### src/rtl/reg_bank_arbiter_if.sv
// Host-side request/response bundle for both requesters plus the shared
// register bank port. The arbiter attaches through the slave modport.
interface reg_bank_arbiter_if #(
    parameter int REG_WIDTH = 8,
    parameter int ADDR_W    = 4
);
    logic [1:0]             req;
    logic [1:0]             lock;
    logic [1:0]             wr_rdn;
    logic [2*ADDR_W-1:0]    addr;
    logic [2*REG_WIDTH-1:0] wdata;
    logic [1:0]             ack;
    logic [1:0]             err;
    logic [REG_WIDTH-1:0]   rdata;

    logic                   bank_wr_rdn;
    logic [ADDR_W-1:0]      bank_addr;
    logic [REG_WIDTH-1:0]   bank_wdata;
    logic                   bank_we;
    logic [REG_WIDTH-1:0]   bank_rdata;
    logic                   bank_err;

    // Hosts and the register bank together form the environment around the arbiter.
    modport master (
        output req, lock, wr_rdn, addr, wdata, bank_rdata, bank_err,
        input  ack, err, rdata, bank_wr_rdn, bank_addr, bank_wdata, bank_we
    );

    modport slave (
        input  req, lock, wr_rdn, addr, wdata, bank_rdata, bank_err,
        output ack, err, rdata, bank_wr_rdn, bank_addr, bank_wdata, bank_we
    );
endinterface

### src/rtl/reg_bank_arbiter.sv
// Two-requester arbiter onto a single register bank port: IDLE/ISSUE/RESP
// serialisation, round-robin or fixed priority, owner lock with idle timeout.
module reg_bank_arbiter #(
    parameter int REG_WIDTH    = 8,
    parameter int ADDR_W       = 4,
    parameter int LOCK_TIMEOUT = 64
) (
    input  logic               clk,
    input  logic               rstb,
    input  logic               ena,
    input  logic               prio_mode,
    output logic               timeout,
    reg_bank_arbiter_if.slave  bus
);
    localparam int CNT_W = (LOCK_TIMEOUT > 2) ? $clog2(LOCK_TIMEOUT) : 1;
    localparam logic [CNT_W-1:0] CNT_MAX = CNT_W'(LOCK_TIMEOUT - 1);

    typedef enum logic [1:0] {
        IDLE  = 2'd0,
        ISSUE = 2'd1,
        RESP  = 2'd2
    } state_t;

    state_t           state_reg;
    logic             owner_reg;
    logic             last_grant_reg;
    logic             lock_active_reg;
    logic [CNT_W-1:0] idle_cnt_reg;

    logic [ADDR_W-1:0]    host_addr  [2];
    logic [REG_WIDTH-1:0] host_wdata [2];

    for (genvar gi = 0; gi < 2; gi++) begin : g_host
        assign host_addr[gi]  = bus.addr[gi*ADDR_W +: ADDR_W];
        assign host_wdata[gi] = bus.wdata[gi*REG_WIDTH +: REG_WIDTH];
    end

    logic grant_valid;
    logic grant_id;

    // A held lock narrows eligibility to the owner; otherwise resolve conflicts.
    always_comb begin
        grant_valid = 1'b0;
        grant_id    = 1'b0;
        if (lock_active_reg) begin
            grant_valid = bus.req[owner_reg];
            grant_id    = owner_reg;
        end else if (bus.req == 2'b11) begin
            grant_valid = 1'b1;
            grant_id    = prio_mode ? 1'b0 : ~last_grant_reg;
        end else if (bus.req[0]) begin
            grant_valid = 1'b1;
            grant_id    = 1'b0;
        end else if (bus.req[1]) begin
            grant_valid = 1'b1;
            grant_id    = 1'b1;
        end
    end

    always_ff @(posedge clk or negedge rstb) begin
        if (!rstb) begin
            state_reg       <= IDLE;
            owner_reg       <= 1'b0;
            last_grant_reg  <= 1'b1;
            lock_active_reg <= 1'b0;
            idle_cnt_reg    <= '0;
            timeout         <= 1'b0;
            bus.ack         <= '0;
            bus.err         <= '0;
            bus.rdata       <= '0;
            bus.bank_wr_rdn <= 1'b0;
            bus.bank_addr   <= '0;
            bus.bank_wdata  <= '0;
            bus.bank_we     <= 1'b0;
        end else begin
            bus.ack <= '0;
            bus.err <= '0;
            timeout <= 1'b0;
            case (state_reg)
                IDLE: begin
                    if (ena && grant_valid) begin
                        owner_reg       <= grant_id;
                        bus.bank_wr_rdn <= bus.wr_rdn[grant_id];
                        bus.bank_addr   <= host_addr[grant_id];
                        bus.bank_wdata  <= host_wdata[grant_id];
                        bus.bank_we     <= bus.wr_rdn[grant_id];
                        state_reg       <= ISSUE;
                    end
                    // Owner dropping lock releases at once; an idle owner ages out.
                    if (lock_active_reg) begin
                        if (!bus.lock[owner_reg]) begin
                            lock_active_reg <= 1'b0;
                            idle_cnt_reg    <= '0;
                        end else if (ena && !bus.req[owner_reg]) begin
                            if (idle_cnt_reg == CNT_MAX) begin
                                lock_active_reg <= 1'b0;
                                idle_cnt_reg    <= '0;
                                timeout         <= 1'b1;
                            end else begin
                                idle_cnt_reg <= idle_cnt_reg + CNT_W'(1);
                            end
                        end
                    end
                end
                ISSUE: begin
                    bus.bank_we <= 1'b0;
                    if (!bus.bank_wr_rdn) begin
                        bus.rdata <= bus.bank_rdata;
                    end
                    bus.err[owner_reg] <= bus.bank_err;
                    bus.ack[owner_reg] <= 1'b1;
                    state_reg          <= RESP;
                end
                RESP: begin
                    last_grant_reg  <= owner_reg;
                    lock_active_reg <= bus.lock[owner_reg];
                    idle_cnt_reg    <= '0;
                    state_reg       <= IDLE;
                end
                default: begin
                    state_reg   <= IDLE;
                    bus.bank_we <= 1'b0;
                end
            endcase
        end
    end
endmodule
### src/flat_wrapper.sv
// flat-port wrapper written by rule: the top's interface ports become plain ports
module reg_bank_arbiter_flat 
#(
    parameter int REG_WIDTH    = 8,
    parameter int ADDR_W       = 4,
    parameter int LOCK_TIMEOUT = 64
)
  (clk, rstb, ena, prio_mode, timeout, bus_req, bus_lock, bus_wr_rdn, bus_addr, bus_wdata, bus_bank_rdata, bus_bank_err, bus_ack, bus_err, bus_rdata, bus_bank_wr_rdn, bus_bank_addr, bus_bank_wdata, bus_bank_we);
  reg_bank_arbiter_if #(.REG_WIDTH(REG_WIDTH), .ADDR_W(ADDR_W)) bus_i ();
  input  logic clk;
  input  logic rstb;
  input  logic ena;
  input  logic prio_mode;
  output logic timeout;
  input wire logic [$bits(bus_i.req)-1:0] bus_req;
  input wire logic [$bits(bus_i.lock)-1:0] bus_lock;
  input wire logic [$bits(bus_i.wr_rdn)-1:0] bus_wr_rdn;
  input wire logic [$bits(bus_i.addr)-1:0] bus_addr;
  input wire logic [$bits(bus_i.wdata)-1:0] bus_wdata;
  input wire logic [$bits(bus_i.bank_rdata)-1:0] bus_bank_rdata;
  input wire logic [$bits(bus_i.bank_err)-1:0] bus_bank_err;
  output wire logic [$bits(bus_i.ack)-1:0] bus_ack;
  output wire logic [$bits(bus_i.err)-1:0] bus_err;
  output wire logic [$bits(bus_i.rdata)-1:0] bus_rdata;
  output wire logic [$bits(bus_i.bank_wr_rdn)-1:0] bus_bank_wr_rdn;
  output wire logic [$bits(bus_i.bank_addr)-1:0] bus_bank_addr;
  output wire logic [$bits(bus_i.bank_wdata)-1:0] bus_bank_wdata;
  output wire logic [$bits(bus_i.bank_we)-1:0] bus_bank_we;
  assign bus_i.req = bus_req;
  assign bus_i.lock = bus_lock;
  assign bus_i.wr_rdn = bus_wr_rdn;
  assign bus_i.addr = bus_addr;
  assign bus_i.wdata = bus_wdata;
  assign bus_i.bank_rdata = bus_bank_rdata;
  assign bus_i.bank_err = bus_bank_err;
  assign bus_ack = bus_i.ack;
  assign bus_err = bus_i.err;
  assign bus_rdata = bus_i.rdata;
  assign bus_bank_wr_rdn = bus_i.bank_wr_rdn;
  assign bus_bank_addr = bus_i.bank_addr;
  assign bus_bank_wdata = bus_i.bank_wdata;
  assign bus_bank_we = bus_i.bank_we;
  reg_bank_arbiter #(.REG_WIDTH(REG_WIDTH), .ADDR_W(ADDR_W), .LOCK_TIMEOUT(LOCK_TIMEOUT)) u_core (.clk(clk), .rstb(rstb), .ena(ena), .prio_mode(prio_mode), .timeout(timeout), .bus(bus_i));
endmodule
### config.mk
export PLATFORM = sky130hd
export DESIGN_NAME = reg_bank_arbiter_flat
export DESIGN_NICKNAME = d
export VERILOG_FILES = /design/src/rtl/reg_bank_arbiter_if.sv /design/src/rtl/reg_bank_arbiter.sv /design/src/flat_wrapper.sv
export SDC_FILE = /design/constraint.sdc
export NUM_CORES = 1
export LEC_CHECK = 0
export CAP_MARGIN = 20
export CORE_MARGIN = 4
export CORE_UTILIZATION = 55
export DETAILED_ROUTE_END_ITERATION = 8
export DONT_BUFFER_PORTS = 1
export PLACE_DENSITY = 0.7
export SKIP_CTS_REPAIR_TIMING = 1
export SLEW_MARGIN = 30
export SYNTH_ARGS = -nofsm -noshare
export SYNTH_HDL_FRONTEND = slang
export SYNTH_SLANG_ARGS = --single-unit
### constraint.sdc
create_clock -name clk -period 2 [get_ports clk]
set_input_delay 0.2 -clock clk [delete_from_list [all_inputs] [get_ports clk]]
set_output_delay 0.2 -clock clk [all_outputs]
set_load 0.01 [all_outputs]
* Word level (Yosys, flattened, before mapping) *
Cells that the tools add are included.

word-level totals
  flip-flop bits (word level) = 38
  output and inout port bits = 27
  logic and storage cells = 83

cells by class
  add/subtract/negate cells = 1
  magnitude comparators = 4
  eq/ne operators = 7
  muxes and demuxes = 43
  bitwise operators = 5
  reduce and logical (&&, ||, !) cells = 10

operator list
  operator                                                  number
  2-to-1 mux 1 bit                                          25
  2-to-1 mux 6 bit                                          4
  2-to-1 mux 8 bit                                          3
  2-to-1 mux 4 bit                                          3
  one-hot mux 6 bit (2 select lines)                        1
  adder 6 x 1 -> 6 bit, second input constant               1
  equality test 6 bit, second input constant                1
  2-to-1 mux 2 bit                                          3
  AND reduction 2 bit                                       3
  equality test 2 bit, second input constant                2
  < comparator 1 x 2 -> 1 bit, second input constant        2
  inequality test 2 x 1 -> 1 bit, second input constant     2
  one-hot mux 1 bit (2 select lines)                        2
  one-hot mux 2 bit (2 select lines)                        1
  logical AND 1 bit                                         3
  inequality test 3 bit, second input constant              1
  inverter 1 bit                                            3
  AND reduction 3 bit                                       1
  bitwise AND 2 bit                                         1
  equality test 2 x 1 -> 1 bit, second input constant       1
  greater-or-equal comparator 2 bit, second input constant  1
  logical NOT 2 bit                                         1
  inverter 1 -> 2 bit                                       1
  nonzero test 2 bit                                        1
  other kinds (3)                                           3

* Logic depth before layout (Yosys ltp) *
Gate-level depths: netlist of the first run.

  depth in word-level cells = 8
  depth in mapped cells = 6
  mapped depth without buffers = 5

* Least setup slack after synthesis of the first run *
No wires, ideal clock.

  path kind = register -> register
  start point = register u_core.idle_cnt_reg[0]
  end point = register u_core.idle_cnt_reg[5]
  library setup time = 83 ps
  arrival = 1,660 ps
  required time = 1,917 ps
  setup slack = 257 ps
  stages on the path, launching flop included = 6
  buffers on the path = 0
  period minus slack after synthesis = 1,743 ps
  path through = dfrtp_1 -> ha_1 -> and3_1 -> a211o_1 -> or4_1 -> o21ai_0

between the ends
  longest elaborated chain between the ends = 6
  elaborated cells on any way between the ends = 7

ends and longest elaborated chain
  item                                                                line                                             text
  start: declaration                                                  reg_bank_arbiter.sv:28                           logic [CNT_W-1:0] idle_cnt_reg;
  start signal: assignment                                            reg_bank_arbiter.sv:100                          idle_cnt_reg <= idle_cnt_reg + CNT_W'(1);
  adder 6 x 1 -> 6 bit / equality test 6 bit (equally long branches)  reg_bank_arbiter.sv:100, reg_bank_arbiter.sv:95
  2-to-1 mux 6 bit (*)                                                reg_bank_arbiter.sv:95                           if (idle_cnt_reg == CNT_MAX) begin
  2-to-1 mux 6 bit (*)                                                reg_bank_arbiter.sv:94                           end else if (ena && !bus.req[owner_reg]) begin
  2-to-1 mux 6 bit (*)                                                reg_bank_arbiter.sv:91                           if (!bus.lock[owner_reg]) begin
  2-to-1 mux 6 bit (*)                                                reg_bank_arbiter.sv:90                           if (lock_active_reg) begin
  one-hot mux 6 bit (2 select lines) (*)                              reg_bank_arbiter.sv:79                           case (state_reg)

Every way passes the cells marked *; elsewhere a longest branch is shown, timed or not. The select of a mux whose other input is x is not followed.
A chain may end at the register's enable or synchronous reset.

* Worst setup path in the final report of the first run *
Same ends and word-level chain as after synthesis.

==> key figures, run 1 <==
Status
  • Status: finished, final reports clean

Setup path
  • R2r endpoint: u_core.idle_cnt_reg[5]$_DFFE_PN0P_
  • Critical Path Source Type: flop
  • Crit-path cells: ha_1, and3_1, a211o_1, or4_1, o21ai_0
  • Crit Reg-Reg Startpoint: u_core.idle_cnt_reg[0]$_DFFE_PN0P_
  • Worst path max stage delay: 460 ps
  • Reg2Reg Setup Slack: 140 ps
  • Worst Reg-to-Reg Cells: 5
  • Worst Path Required: 2280 ps
  • CP max stage cell: or4_1
  • Crit path kind: flop to flop
  • CP Max Fanout: 4
  • Crit end category: flop
  • Crit path arrival time: roughly 2100 ps

CTS
  • Clock Latency Late Sink: 350 ps
  • Clock transition at path regs: 110 ps
  • Clock buffer depth: 2
  • Clk sink count: 38
  • Clk root buf: clkbuf_4
  • CTS tree: yes
  • H-tree Lvls: 2
  • TritonCTS Buffers: 5

Floorplanning
  • Die area: 4167 sq um
  • Initial core utilization: 0.5762
  • Core outline area: 3053 sq um
  • Boundary Pins: 70
  • Rows: 20
  • Width of the die: 64.56 microns
  • Vert. Die Dim: 64.56 microns

Power and ir drop
  • Sw power: 0.001060 W
  • Sw Share: 0.3581
  • Clk pwr share: 0.221
  • Sequential Power Share: 0.494
  • Power per cell area: 1438 nW/um^2
  • Int Power: approximately 0.0019 W
  • Comb power frac: 0.285
  • VDD IR-drop max: ~0.76 mV
  • Cell leakage power: about 0.93 nW

Synthesis
  • Seq/Total Area, Yosys: 0.5413
  • Post-synth net total: 206
  • Ys async rst share: 1.000
  • Top_reg_cell synth: dfrtp_1
  • Cell variety after synth: 34
  • Post-synth EDFFs: 0
  • Synthesized netlist cell count: between 150 and 200
  • Post-synthesis register bit count: 38
  • YS warnings: 0
  • Post-Syn Area: ~1800 sq um
  • Syn Area/Cell: between 10 and 15 sq um

Final layout
  • Total of fill cells in the finished design: between 200 and 250
  • Layout area overhead: 17.00%
  • Final net count: between 200 and 250
  • Layout cell share with drive strength beyond 1: 0.1547
  • Antenna diodes: 0

Hold path
  • Hold Crit Endpoint: u_core.timeout$_DFF_PN0_
  • HP Class: input port to flop
  • Hold path depth: 2
  • Hold path start: ena

Global routing
  • Vias in the first global route: 1293
  • First-pass GRT wire length: 6.016 mm
  • Gr usage total: 0.1891
  • Overflow after GRT: 0
  • Antenna violations before repair: 0
  • Largest net degree at the start of global routing: 39

Placed design
  • IO Port Bufs: 0
  • GP Congestion: 0.7630
  • DP Wirelength: between 2 and 3 mm
  • Pre-CTS worst setup slack: roughly 190 ps

STA
  • Setup TNS: 0 ps
  • Fmax: 538.0 MHz
  • Rel. slew slack: 0.5917
  • Pins Over Slew Limit: 0
  • Min Tclk post-route: between 1500 and 2000 ps
  • Worst Skew: 10.61 ps
  • Unrepaired setup endpoints after global routing: false
  • Tcrit/Tclk final: 0.9293
  • Final setup fails: 0
  • PnR worst setup slack: ~140 ps
  • Final Hold Fails: 0
  • Worst-Margin Slew: 595.5 ps

Detailed routing
  • Met1 WL: 1.454 mm
  • 1st-pass router iterations: 4
  • Wire length on met2: 1.845 mm
  • Total Routed Length: 3.698 mm
  • WL met3: ~350 microns
  • Drt drc: 0
  • Top Metal Used: met4
  • DR vias/cell: 5.676
  • Vias: roughly 1.3k
  • WL per Instance: between 15 and 20 microns
  • Final ANT Viol Nets: 0
  • Initial DRC Count: 61

Flow run
  • Number of max-cap violations: 0
[synthesized netlist by cell type (2+ instances only)]
cell / n / share of area
dfrtp_1: 37 / 0.53
nor2_1: 22 / 0.047
a21oi_1: 16 / 0.046
mux2i_1: 15 / 0.085
mux2_2: 8 / 0.051
nand2_1: 8 / 0.017
nor2b_1: 5 / 0.018
o21ai_0: 5 / 0.014
and2_1: 4 / 0.014
nand2b_1: 4 / 0.014
nand3_1: 4 / 0.011
a211oi_1: 3 / 0.013
and3_1: 3 / 0.011
buf_4: 3 / 0.013
a211o_1: 2 / 0.010
buf_2: 2 / 0.0057
inv_1: 2 / 0.0043
o22ai_1: 2 / 0.0071
or4_1: 2 / 0.0085
[logic make-up (layout without fill, tap and decap cells)]
family,Yosys count,after routing,synth area share
AO/OA/AOI/OAI,35,35,0.1280
multiplexers,23,23,0.1366
flip-flops,38,38,0.5413
buffers and inverters,8,27,0.02489
adder cells (fa/ha/maj),1,1,0.007111
AND/OR/NAND/NOR,57,57,0.1622
[power by group through the flow]
stage,clock network (W),logic [W],registers (W)
floorplan,0,0.000688,0.00139
global placement,0,0.000779,0.00146
detailed placement,0,0.000818,0.00147
CTS,0.000667,0.000817,0.00147
global route,0.000712,0.000960,0.00151
finish,0.000653,0.000843,0.00146
[critical path, delay by kind of cell, from the launching register on]
kind            cells  cell delay [ps]
simple gates        2              690
flops               1              440
compound gates      2              410
fa+ha+maj           1              260
[cells in the final DEF, fill, tap and decap left out, types with 2 or more instances in the layout]
cell and instances:
a211o_1 2, a211oi_1 3, a21oi_1 16, and2_1 4
and3_1 3, buf_4 5, bufinv_16 2, clkbuf_4 5
dfrtp_1 37, dlygate4sd3_1 10, inv_1 2, mux2_2 8
mux2i_1 15, nand2_1 8, nand2b_1 4, nand3_1 4
nor2_1 22, nor2b_1 5, o21ai_0 5, o22ai_1 2
or4_1 2
[area by class of cell]
cell class / count / area (sq um) / area share
inverters: 3 / 11.26 / 0.005471
flip-flops and latches: 38 / 952.2 / 0.4626
clock buffers: 5 / 37.54 / 0.01824
clock inverters: 3 / 68.82 / 0.03343
multi-input cells: 116 / 775.7 / 0.3769
repair buffers: 16 / 157.7 / 0.07660
well taps: 44 / 55.05 / 0.02675
[worst max path at each step]
stage | slack (ps) | from | cells past startpoint | to
floorplan | 260 | u_core.idle_cnt_reg[0]$_DFFE_PN0P_ | 5 | u_core.idle_cnt_reg[5]$_DFFE_PN0P_
global placement | 220 | u_core.idle_cnt_reg[0]$_DFFE_PN0P_ | 5 | u_core.idle_cnt_reg[5]$_DFFE_PN0P_
detailed placement | 190 | u_core.idle_cnt_reg[0]$_DFFE_PN0P_ | 5 | u_core.idle_cnt_reg[5]$_DFFE_PN0P_
CTS | 150 | u_core.idle_cnt_reg[0]$_DFFE_PN0P_ | 5 | u_core.idle_cnt_reg[5]$_DFFE_PN0P_
global route | 40 | u_core.idle_cnt_reg[0]$_DFFE_PN0P_ | 5 | u_core.idle_cnt_reg[5]$_DFFE_PN0P_
finish | 140 | u_core.idle_cnt_reg[0]$_DFFE_PN0P_ | 5 | u_core.idle_cnt_reg[5]$_DFFE_PN0P_
[routing by layer]
layer,global-route usage,up-vias
met3,0.08319,5
met5,0,-
li1,-,618
met2,0.3067,57
met4,0.07916,0
met1,0.2177,597
[stage by stage]
stage / std cells / util / total power, W / area, sq um / hold slack, ps
6_report: 225 / 0.6742 / 0.002959 / 2058 / 4.678
5_1_grt: 225 / 0.6742 / 0.003181 / 2058 / 4.934
4_1_cts: 214 / 0.6348 / 0.002950 / 1938 / -490.9
3_3_place_gp: 206 / 0.6000 / 0.002244 / 1832 / -94.66
3_5_place_dp: 206 / 0.6000 / 0.002292 / 1832 / -94.62
2_1_floorplan: 162 / - / 0.002079 / 1759 / -95.59
(Power assumes the default switching activity.)
==> run 2: changes to the inputs <==
Settings changed: CAP_MARGIN 20 to 30, SETUP_SLACK_MARGIN set to 0.4.
==> run 2 against run 1 <==
  * Sequential power barely moved
  * Register-to-register slack improved by 110 ps
  * Total power rose by 8.6%
==> key figures, run 2 (synthesis gave the netlist of run 1 again) <==
Placed design
  • GP Congestion: 0.8487 (+11%)
  • DP Wirelength: 2.579 mm (-3.0%)
  • IO Port Bufs: 0 (unchanged)

Final layout
  • Layout area overhead: 26.74%
  • Final net count: 236 (+5.4%)
  • Total of fill cells in the finished design: 210 (-14%)
  • Antenna diodes: 0 (unchanged)
  • Most common cell after layout, fill and taps aside: dfrtp_1
  • Fin util: 0.7303 (+0.05615)
  • Layout cell share with drive strength beyond 1: 0.2694 (+0.1147)
  • Commonest cells after routing, fill and taps aside: dfrtp_1, nor2_1, a21oi_1

Floorplanning
  • Width of the die: 64.56 microns (unchanged)
  • Core outline area: 3053 sq um (unchanged)
  • Boundary Pins: 70 (unchanged)
  • Initial core utilization: 0.5762 (unchanged)
  • Die area: 4167 sq um (unchanged)
  • Rows: 20 (unchanged)
  • Vert. Die Dim: 64.56 microns (unchanged)

Power and ir drop
  • Cell leakage power: 0.9838 nW (+6.0%)
  • Int Power: 0.002045 W (+7.7%)
  • Comb power frac: 0.335 (+0.050)
  • Sw power: 0.001168 W (+10%)
  • Sequential Power Share: 0.461 (-0.033)
  • Clk pwr share: 0.204 (-0.017)
  • Sw Share: 0.3636 (+0.005467)
  • Power per cell area: 1441 nW/um^2 (+0.23%)
  • VDD IR-drop max: 1.000 mV (+32%)

Global routing
  • Antenna violations before repair: 0 (unchanged)
  • Vias in the first global route: 1292 (-0.077%)
  • Largest net degree at the start of global routing: 39 (unchanged)
  • Overflow after GRT: 0 (unchanged)
  • Gr usage total: 0.1877 (-0.001419)
  • First-pass GRT wire length: 5.940 mm (-1.3%)

Setup path
  • Crit path arrival time: 2040 ps (-90 ps)
  • Crit path kind: flop to flop
  • Worst path max stage delay: 480 ps (+20 ps)
  • Crit end category: flop
  • CP max stage cell: dfrtp_2
  • Critical Path Source Type: flop
  • Crit-path cells: mux2i_4, or4_4, or4_1, nand3_1
  • Worst Path Required: 2290 ps (about the same)
  • CP Max Fanout: 6 (+2)

Detailed routing
  • WL per Instance: 18.05 microns (+9.8%)
  • Total Routed Length: 4.278 mm (+16%)
  • Drt drc: 0 (unchanged)
  • DR vias/cell: 5.911 (+4.2%)
  • Vias: 1401 (+9.7%)
  • Initial DRC Count: 104 (+70%)
  • Final ANT Viol Nets: 0 (unchanged)
  • 1st-pass router iterations: 4 (unchanged)

STA
  • Final Hold Fails: 0 (unchanged)
  • Setup TNS: 0 ps (unchanged)
  • Tcrit/Tclk final: 0.8761 (-0.05326)
  • Final setup fails: 0 (unchanged)
  • Pins Over Slew Limit: 0 (unchanged)
  • Rel. slew slack: 0.6949 (+0.1032)
  • Min Tclk post-route: 1752 ps (-106.5 ps)
  • Worst Skew: 7.638 ps (-2.972 ps)
  • Fmax: 570.7 MHz (+6.1%)
  • Unrepaired setup endpoints after global routing: true
  • Worst-Margin Slew: 445.0 ps (-150.5 ps)

CTS
  • Clock Latency Late Sink: 340 ps (about the same)
  • Clk root buf: clkbuf_4
  • Clock transition at path regs: 120 ps (about the same)
  • CTS tree: yes
  • TritonCTS Buffers: 5 (unchanged)
  • Clk sink count: 38 (unchanged)
  • H-tree Lvls: 2 (unchanged)
  • Clock buffer depth: 2 (unchanged)

Hold path
  • HP Class: input port to flop

Status
  • Status: finished, final reports clean

Flow run
  • Number of max-cap violations: 0 (unchanged)
==> run 2: changes by cell type in the layout (fill, tap and decap cells not counted), moves of 2 or more <==
cell     previous run  this run
mux2i_1            15        13
dfrtp_1            37        33
mux2i_4             0         2
buf_4               5        15
buf_6               0         2
dfrtp_2             0         4
==> run 2: path summary, 6_finish.rpt <==
path / from / end / slack [ps] / depth (start not counted)
setup / recovery: u_core.owner_reg$_DFFE_PN0P_ / u_core.idle_cnt_reg[4]$_DFFE_PN0P_ / 250 / 4
hold / removal: ena / u_core.timeout$_DFF_PN0_ / 8 / 2
setup reg to reg: u_core.owner_reg$_DFFE_PN0P_ / u_core.idle_cnt_reg[4]$_DFFE_PN0P_ / 250 / 4
hold reg to reg: u_core.last_grant_reg$_DFFE_PN1P_ / u_core.last_grant_reg$_DFFE_PN1P_ / 480 / 2
max in group asynchronous: rstb / u_core.last_grant_reg$_DFFE_PN1P_ / 1460 / 2
min in group asynchronous: rstb / u_core.idle_cnt_reg[5]$_DFFE_PN0P_ / 290 / 2
==> run 2: per-stage QoR <==
stage	setup slack [ps]	power (W)	cell area [sq um]	hold WS, ps	instances
floorplan	371.5	0.002103	1782	-95.59	162
global route	197.9	0.003405	2230	1.501	237
detailed placement	259.4	0.002315	1844	-94.39	205
global placement	292.0	0.002261	1844	-94.51	205
finish	247.9	0.003213	2230	8.375	237
CTS	230.8	0.002972	1951	-479.2	213
==> run 2: final cells by class <==
class | count | area, sq um | area share
clock inverter | 3 | 68.82 | 0.03086
tap | 44 | 55.05 | 0.02469
inverter | 3 | 11.26 | 0.005051
clock buffer | 5 | 37.54 | 0.01684
multi-input combinational | 116 | 844.6 | 0.3788
sequential | 38 | 957.2 | 0.4293
timing repair buffer | 28 | 255.2 | 0.1145
==> run 2: power by group through the flow <==
stage                     registers, W  clock network (W)  logic, W
after detailed placement       0.00149                  0  0.000824
final                          0.00148           0.000655   0.00108
after global routing           0.00152           0.000704   0.00118
after floorplan                0.00139                  0  0.000709
after global placement         0.00148                  0  0.000785
after CTS                      0.00148           0.000664  0.000833
==> run 2: critical path: cells and delay by family, from the launching register on <==
kind             cells  cell delay (ps)
AND/OR/NAND/NOR      3              990
flip-flops           1              480
multiplexers         1              230
==> run 2: routing by layer <==
metal  vias to the layer above  share of wire  GRT usage  wire, microns
met3                        12          0.095    0.07106            405
met2                        70           0.48     0.2990           2064
li1                        638              -          -              -
met5                         -              0          0              0
met4                         0          0.024    0.07652            101
met1                       681           0.40     0.2293           1705
==> run 3: changes to the inputs <==
Settings changed: CORE_MARGIN 4 to not set, MAX_ROUTING_LAYER set to met4.
==> run 3 against run 2 <==
  * Sequential power about the same
  * Die area is 18% lower
  * Via count is 5.3% lower
  * Critical endpoint unchanged
  * Largest power group unchanged
==> key figures, run 3 (synthesis gave the netlist of run 1 again) <==
Setup path
  • Crit path arrival time: 2040 ps (about the same)
  • CP Max Fanout: 6 (unchanged)
  • Critical Path Source Type: flop
  • Crit end category: flop
  • Crit path kind: flop to flop
  • Worst Path Required: 2290 ps (about the same)

STA
  • Final setup fails: 0 (unchanged)
  • Min Hold Slack: 66.27 ps (+57.90 ps)
  • Setup TNS: 0 ps (unchanged)
  • Final Hold Fails: 0 (unchanged)
  • Min Tclk post-route: 1750 ps (-1.788 ps)
  • Worst Skew: 11.77 ps (+4.129 ps)
  • Fmax: 571.3 MHz (+0.10%)
  • Pins Over Slew Limit: 0 (unchanged)
  • Worst-Margin Slew: 445.1 ps (+0.1761 ps)
  • Rel. slew slack: 0.6948 (about the same)
  • Unrepaired setup endpoints after global routing: true
  • Tcrit/Tclk final: 0.8752 (-0.0008940)

Placed design
  • Area post-placement: 1844 sq um (unchanged)
  • IO Port Bufs: 0 (unchanged)
  • GP Congestion: 0.9076 (+6.9%)
  • DP Wirelength: 2.405 mm (-6.8%)

Final layout
  • Design Area, Final: 2207 sq um (-1.0%)
  • Antenna diodes: 0 (unchanged)
  • Layout cell share with drive strength beyond 1: 0.2406 (-0.02879)
  • Commonest cells after routing, fill and taps aside: dfrtp_1, nor2_1, a21oi_1
  • Fin util: 0.7230 (-0.007377)
  • Most common cell after layout, fill and taps aside: dfrtp_1
  • Layout area overhead: 25.46%
  • Final net count: 230 (-2.5%)

Global routing
  • Overflow after GRT: 0 (unchanged)
  • First-pass GRT wire length: 5.278 mm (-11%)
  • Vias in the first global route: 1205 (-6.7%)
  • Largest net degree at the start of global routing: 39 (unchanged)
  • Gr usage total: 0.2153 (+0.02763)
  • Antenna violations before repair: 0 (unchanged)

Hold path
  • HP Class: input port to flop

CTS
  • Clock buffer depth: 2 (unchanged)
  • TritonCTS Buffers: 5 (unchanged)
  • Clock transition at path regs: 120 ps (about the same)
  • Clock Latency Late Sink: 340 ps (about the same)
  • H-tree Lvls: 2 (unchanged)
  • CTS tree: yes
  • Clk root buf: clkbuf_4
  • Clk sink count: 38 (unchanged)

Detailed routing
  • DR vias/cell: 5.745 (-2.8%)
  • Vias: 1327 (-5.3%)
  • 1st-pass router iterations: 6 (+2)
  • Initial DRC Count: 69 (-34%)
  • Final ANT Viol Nets: 0 (unchanged)
  • Drt drc: 0 (unchanged)
  • Total Routed Length: 3.742 mm (-13%)
  • WL per Instance: 16.20 microns (-10%)

Floorplanning
  • Core outline area: 3053 sq um (unchanged)
  • Initial core utilization: 0.5762 (unchanged)
  • Boundary Pins: 70 (unchanged)
  • Rows: 20 (unchanged)
  • Width of the die: 58.56 microns (-9.3%)
  • Die area: 3429 sq um (-18%)
  • Vert. Die Dim: 58.56 microns (-9.3%)

Power and ir drop
  • Sequential Power Share: 0.468 (+0.007)
  • Comb power frac: 0.317 (-0.018)
  • Clk pwr share: 0.216 (+0.012)
  • Tot Pwr: 0.003142 W (-2.2%)
  • Cell leakage power: 0.9700 nW (-1.4%)
  • Sw Share: 0.3535 (-0.01003)
  • Int Power: 0.002031 W (-0.66%)
  • VDD IR-drop max: 0.7510 mV (-25%)
  • Power per cell area: 1424 nW/um^2 (-1.2%)
  • Sw power: 0.001111 W (-4.9%)

Status
  • Status: finished, final reports clean

Flow run
  • Number of max-cap violations: 0 (unchanged)
[run 3: cell types whose count changed in the layout (fill, tap and decap cells not counted), sizes merged]
cell / delta
clkbuf: +1
clkinv: -1
dlygate4sd3: +1
buf: -7
[run 3: cell type report]
cell class              instances  area [sq um]
well taps                      44         55.05
clock inverters                 2         60.06
fillers                       217         845.8
clock buffers                   6         51.30
repair buffers                 22         221.5
multi-input cells             116         852.1
inverters                       3         11.26
flip-flops and latches         38         955.9
[run 3: per-stage QoR]
step | cells | worst slack (ps)
final | 231 | 249.7
after global placement | 205 | 282.4
after CTS | 213 | 206.5
after global routing | 231 | 178.7
after floorplan | 162 | 371.5
after detailed placement | 205 | 234.6
[run 3: worst max-delay path: stages (launching register included)]
cell	delay, ps
dfrtp_2	480
mux2i_4	220
or4_4	430
or4_4	490
nand3_2	80
[run 3: worst paths after layout]
check | slack (ps) | end | cells past startpoint | startpoint
setup / recovery | 250 | u_core.idle_cnt_reg[4]$_DFFE_PN0P_ | 4 | u_core.owner_reg$_DFFE_PN0P_
hold reg to reg | 470 | u_core.last_grant_reg$_DFFE_PN1P_ | 2 | u_core.last_grant_reg$_DFFE_PN1P_
max in group asynchronous | 1430 | u_core.last_grant_reg$_DFFE_PN1P_ | 2 | rstb
min in group asynchronous | 300 | u_core.idle_cnt_reg[4]$_DFFE_PN0P_ | 2 | rstb
setup reg to reg | 250 | u_core.idle_cnt_reg[4]$_DFFE_PN0P_ | 4 | u_core.owner_reg$_DFFE_PN0P_
hold / removal | 70 | u_core.bus.bank_addr[0]$_DFFE_PN0P_ | 2 | bus_addr[4]
[run 3: per-layer routing]
metal | vias to the layer above | GRT usage | share of wire
met5 | - | - | 0
met4 | 0 | 0.06463 | 0.010
met3 | 5 | 0.07692 | 0.065
met2 | 53 | 0.3383 | 0.49
met1 | 639 | 0.2633 | 0.43
li1 | 630 | - | -
[run 3: power groups by stage]
stage	registers [W]	logic, W	clock network [W]
final	0.00147	0.000995	0.000678
after global routing	0.00151	0.00109	0.000733
after CTS	0.00146	0.000824	0.000686
after detailed placement	0.00147	0.000823	0
after global placement	0.00147	0.000783	0
after floorplan	0.00139	0.000709	0
